### src/rtl/adventure_room_fsm_if.sv
// Player-side signal bundle for the room-navigation FSM: raw direction buttons and
// the sword-holder feedback in, room and status out.
interface adventure_room_fsm_if #(
    parameter int MOVE_W = 6
);
    logic              n;
    logic              s;
    logic              e;
    logic              w;
    logic              v;
    logic              sw;
    logic [6:0]        room;
    logic              win;
    logic              dead;
    logic [MOVE_W-1:0] moves;

    modport master (
        output n, s, e, w, v,
        input  sw, room, win, dead, moves
    );

    modport slave (
        input  n, s, e, w, v,
        output sw, room, win, dead, moves
    );
endinterface

### src/rtl/adventure_room_fsm.sv
// Room-navigation FSM: edge-detects the direction buttons, walks a one-hot room map,
// resolves the dragon den from the vorpal-sword input and counts accepted moves.
module adventure_room_fsm #(
    parameter int MOVE_W = 6
) (
    input  logic                 clk,
    input  logic                 reset,
    adventure_room_fsm_if.slave  bus
);
    typedef enum logic [6:0] {
        CAVE   = 7'b0000001,
        TUNNEL = 7'b0000010,
        RIVER  = 7'b0000100,
        STASH  = 7'b0001000,
        DEN    = 7'b0010000,
        VAULT  = 7'b0100000,
        GRAVE  = 7'b1000000
    } room_t;

    localparam logic [MOVE_W-1:0] MOVES_MAX = '1;

    // Button vector ordering: [3]=n [2]=s [1]=e [0]=w
    logic [3:0]        btn;
    logic [3:0]        btn_prev_reg;
    logic [3:0]        press;
    logic              move_req;

    room_t             room_reg;
    room_t             room_next;
    logic [MOVE_W-1:0] moves_reg;
    logic [MOVE_W-1:0] moves_next;
    logic              accepted;
    logic              sw_reg;
    logic              win_reg;
    logic              dead_reg;

    assign btn = {bus.n, bus.s, bus.e, bus.w};

    generate
        for (genvar gi = 0; gi < 4; gi++) begin : g_press
            assign press[gi] = btn[gi] & ~btn_prev_reg[gi];
        end
    endgenerate

    // Simultaneous presses are ambiguous and therefore dropped entirely.
    assign move_req = ($countones(press) == 1);

    always_comb begin
        room_next = room_reg;
        accepted  = 1'b0;
        case (room_reg)
            CAVE: begin
                if (move_req && press[1]) begin
                    room_next = TUNNEL;
                    accepted  = 1'b1;
                end
            end
            TUNNEL: begin
                if (move_req && press[0]) begin
                    room_next = CAVE;
                    accepted  = 1'b1;
                end else if (move_req && press[2]) begin
                    room_next = RIVER;
                    accepted  = 1'b1;
                end
            end
            RIVER: begin
                if (move_req && press[3]) begin
                    room_next = TUNNEL;
                    accepted  = 1'b1;
                end else if (move_req && press[0]) begin
                    room_next = STASH;
                    accepted  = 1'b1;
                end else if (move_req && press[1]) begin
                    room_next = DEN;
                    accepted  = 1'b1;
                end
            end
            STASH: begin
                if (move_req && press[1]) begin
                    room_next = RIVER;
                    accepted  = 1'b1;
                end
            end
            // The den is left automatically after one cycle and is not a move.
            DEN:     room_next = bus.v ? VAULT : GRAVE;
            VAULT:   room_next = VAULT;
            GRAVE:   room_next = GRAVE;
            default: room_next = CAVE;
        endcase
    end

    always_comb begin
        moves_next = moves_reg;
        if (accepted && (moves_reg != MOVES_MAX)) begin
            moves_next = moves_reg + 1'b1;
        end
    end

    // Status flags are registered from room_next so they line up with room_reg.
    always_ff @(posedge clk) begin
        if (!reset) begin
            room_reg     <= CAVE;
            btn_prev_reg <= 4'b1111;
            moves_reg    <= '0;
            sw_reg       <= 1'b0;
            win_reg      <= 1'b0;
            dead_reg     <= 1'b0;
        end else begin
            room_reg     <= room_next;
            btn_prev_reg <= btn;
            moves_reg    <= moves_next;
            sw_reg       <= (room_next == STASH);
            win_reg      <= (room_next == VAULT);
            dead_reg     <= (room_next == GRAVE);
        end
    end

    assign bus.room  = room_reg;
    assign bus.moves = moves_reg;
    assign bus.sw    = sw_reg;
    assign bus.win   = win_reg;
    assign bus.dead  = dead_reg;
endmodule
### src/flat_wrapper.sv
// flat-port wrapper written by rule: the top's interface ports become plain ports
module adventure_room_fsm_flat 
#(
    parameter int MOVE_W = 6
)
  (clk, reset, bus_n, bus_s, bus_e, bus_w, bus_v, bus_sw, bus_room, bus_win, bus_dead, bus_moves);
  adventure_room_fsm_if #(.MOVE_W(MOVE_W)) bus_i ();
  input  logic clk;
  input  logic reset;
  input wire logic [$bits(bus_i.n)-1:0] bus_n;
  input wire logic [$bits(bus_i.s)-1:0] bus_s;
  input wire logic [$bits(bus_i.e)-1:0] bus_e;
  input wire logic [$bits(bus_i.w)-1:0] bus_w;
  input wire logic [$bits(bus_i.v)-1:0] bus_v;
  output wire logic [$bits(bus_i.sw)-1:0] bus_sw;
  output wire logic [$bits(bus_i.room)-1:0] bus_room;
  output wire logic [$bits(bus_i.win)-1:0] bus_win;
  output wire logic [$bits(bus_i.dead)-1:0] bus_dead;
  output wire logic [$bits(bus_i.moves)-1:0] bus_moves;
  assign bus_i.n = bus_n;
  assign bus_i.s = bus_s;
  assign bus_i.e = bus_e;
  assign bus_i.w = bus_w;
  assign bus_i.v = bus_v;
  assign bus_sw = bus_i.sw;
  assign bus_room = bus_i.room;
  assign bus_win = bus_i.win;
  assign bus_dead = bus_i.dead;
  assign bus_moves = bus_i.moves;
  adventure_room_fsm #(.MOVE_W(MOVE_W)) u_core (.clk(clk), .reset(reset), .bus(bus_i));
endmodule
### config.mk
export PLATFORM = sky130hd
export DESIGN_NAME = adventure_room_fsm_flat
export DESIGN_NICKNAME = d
export VERILOG_FILES = /design/src/rtl/adventure_room_fsm_if.sv /design/src/rtl/adventure_room_fsm.sv /design/src/flat_wrapper.sv
export SDC_FILE = /design/constraint.sdc
export NUM_CORES = 1
export LEC_CHECK = 0
export CAP_MARGIN = 0
export CORE_MARGIN = 5
export CORE_UTILIZATION = 50
export CTS_CLUSTER_SIZE = 28
export DETAILED_ROUTE_END_ITERATION = 10
export PLACE_DENSITY = 0.77
export SYNTH_ARGS = -nofsm -noshare
export SYNTH_HDL_FRONTEND = slang
export SYNTH_SLANG_ARGS = --single-unit
### constraint.sdc
create_clock -name clk -period 4 [get_ports clk]
set_input_delay 0.6 -clock clk [delete_from_list [all_inputs] [get_ports clk]]
set_output_delay 0.6 -clock clk [all_outputs]
set_load 0.02 [all_outputs]
==> run summary <==
worst slack at placement - 372.7 ps
Max Root-Sink Buffers - 2
CP Capture Type - flip-flop
Power Total - 0.4280 mW
PwrDens - 285.6 nW/µm²
vias in the first global route - 936
drt total wl - 2.580 mm
crit path time final - 3308 ps
Area Growth Syn to Fin - 22.75%
CTS root buffer - clkbuf_4
post-route insts no fill - 185
Final Hold Slack - 512.4 ps
Final Hold Vio Count - 0
Post-CTS Hold Buffers - 0
post-CTS setup buffer count - 0
cts repair resizes - 0
Via-to-Cell Ratio - 5.784
Hold Path End - u_core.bus.moves[5]
Total GRT Usage - 15.82%
Core Region - 2410 µm²
CTS tree - built
Hold Crit Class - flip-flop to flip-flop
status - completed
Worst setup SP type - input port
Tightest Pin Transition - 522.9 ps
final setup margin - 692.4 ps
Avg WL per Cell - 13.95 µm
post-synth top area share - 32.79%
WP data arrival - 3540 ps
Rows - 18
Reg area - 400.4 µm²
DR iter-0 viols - 42
fillers - 201
DIE HEIGHT - 59.42 µm
Port Buffers - 22
number of synthesized flops with an enable pin - 0
Stages on worst setup path - 11
Placed Area - 1446 µm²
Lkg Pwr - 0.5309 nW
drt pass-1 iters - 4
Final Skew - 12.42 ps
RR Endpoint - u_core.bus.room[1]
worst path required time - 4230 ps
Num Clock Sinks - 20
post-synth cell types - 48
Syn Nets - 147
Worst path max stage delay - 460 ps
n_diodes - 0
Cells after Synth - 135
gr ovfl total - 0
Syn Std Cell Area - 1221 µm²
die footprint - 3531 µm²
FF-to-FF Start - u_core.btn_prev_reg[1]
cell area after layout - 1499 µm²
via count - 1,070
post-synthesis sequential area ratio - 32.79%
I/O pin count - 23
largest net degree at the start of global routing - 14
final worst path period share - 82.69%
Mean Syn Cell Area - 9.046 µm²
max FFs per register - 7
area of the multi-input gates - 758.2 µm²
Nets - 168
Slowest cell on crit path - clkdlybuf4s50_1
R2R cell count - 10
cell taking the most area after synthesis - dfxtp_1
most frequent cells after synthesis - 20 x dfxtp_1, 10 x a21oi_1, 10 x nand2_1, 8 x nand2b_1, 6 x o21ai_0
delay-heaviest family, CP - adder cells
share of cells above drive strength 1 - 10.97%
final setup vio count - 0
Synth area leaders - dfxtp_1 33%, a21oi_1 4.1%, ha_1 4.1%, nand2b_1 4.1%, nand2_1 3.1%
placed insts - 181
Worst R2R Setup Slack - 1170 ps
H-tree depth - 1
die width - 59.42 µm
DRC - 0
number of synthesis warnings - 0
Hold Path Origin - u_core.bus.moves[5]
detailed placer's ending HPWL - 1.909 mm
global-route wire length before repair - 4.243 mm
worst setup path start - bus_e
WP buf/inv - 2
Async SR Flop Fraction - 0%
Finished Core Util - 62.20%
kind of critical path - input port to flip-flop
Rel. slew slack - 65.09%
critical path fanouts, max - 12
Worst Hold Path Cells - 2
cell mode on critical path - ha_1
initial antenna violation count - 0
Max Slew Vio Count - 0
maximum vdd ir drop - 0.2067 mV
RSZ-0062 raised after global routing - no
worst skew pair latency - 310 ps
cts bufs inserted - 3
post-route ant nets - 0
gpl congestion - 0.7992
total negative slack - 0 ps
post-synthesis register bit count - 20
crit path cell chain - clkdlybuf4s50_1 > nor2b_1 > ha_1 > ha_1 > fa_1 > nor3b_2 > buf_4 > and2_1 > nand3b_1 > a211o_1 > a211oi_1
count leader, synth - dfxtp_1
Clock transition at path regs - 130 ps
starting density of the core - 50.67%
Main synth FF type - dfxtp_1
maxcap violations - 0
Max Fclk - 302.3 MHz
[layout make-up]
class	count	share of cell area, %
flip-flops and latches	20	26.71
inverters	4	1.002
repair buffers	24	15.69
multi-input cells	103	50.58
well taps	30	2.504
clock inverters	1	2.003
clock buffers	3	1.503
[placed cells by master (no fill, tap or decap), drive strengths merged, types with 2 or more instances in the layout]
cell type      Yosys  layout
buf                4       2
nor3               8       8
o31ai              3       3
and2               3       3
nor2               5       5
nor4b              2       2
clkbuf             4       3
dfxtp             20      20
or4                3       3
nor2b              3       3
nor3b              3       3
or3                2       2
o21ai              6       6
xor2               3       3
nand3              5       5
a21oi             10      10
inv                4       4
ha                 4       4
nand4              2       2
clkdlybuf4s50      0      22
nand2             10      10
nand2b             8       8
a211o              2       2
nand3b             2       2
and4               2       2
[worst reg2reg max path, stage by stage, from the launching register on]
cell      delay (ps)
dfxtp_1          320
nor2b_1          300
ha_1             300
ha_1             190
fa_1             450
nor3b_2          180
buf_4            200
and2_1           230
nand3b_1         100
a211o_1          280
a211oi_1         220
[how the worst max path moves through the flow]
stage | endpoint | slack (ps)
after global placement | u_core.bus.room[1] | 440
after detailed placement | u_core.bus.room[1] | 370
after global routing | u_core.bus.room[1] | 540
after CTS | u_core.bus.room[1] | 690
after floorplan | u_core.bus.room[1] | 960
final | u_core.bus.room[1] | 690
[where the power goes]
group	internal [mW]	switching (mW)	total [mW]
sequential	0.202	0.00417	0.207
combinational	0.0269	0.0280	0.0549
clock	0.101	0.0652	0.166
[cells by family (layout without fill, tap and decap cells)]
logic type                 Yosys count  in the layout  share of synthesized area (%)
and+or+nand+nor                     61             61                          33.91
adders and majority gates            5              5                          5.738
DFF                                 20             20                          32.79
xor gates and xnor gates             3              3                          2.152
AOI/OAI and AO/OA                   33             33                          19.47
muxes                                1              1                         0.8197
buffers and inverters               12             32                          5.122
[routing by layer]
layer / global-route usage (%) / vias to the layer above / part of all wire, %
li1: - / 547 / -
met1: 21.58 / 506 / 49
met2: 24.18 / 15 / 47
met3: 2.832 / 2 / 3.4
met4: 6.796 / 0 / 0.74
met5: 0 / - / 0
(Power assumes the default switching activity.)
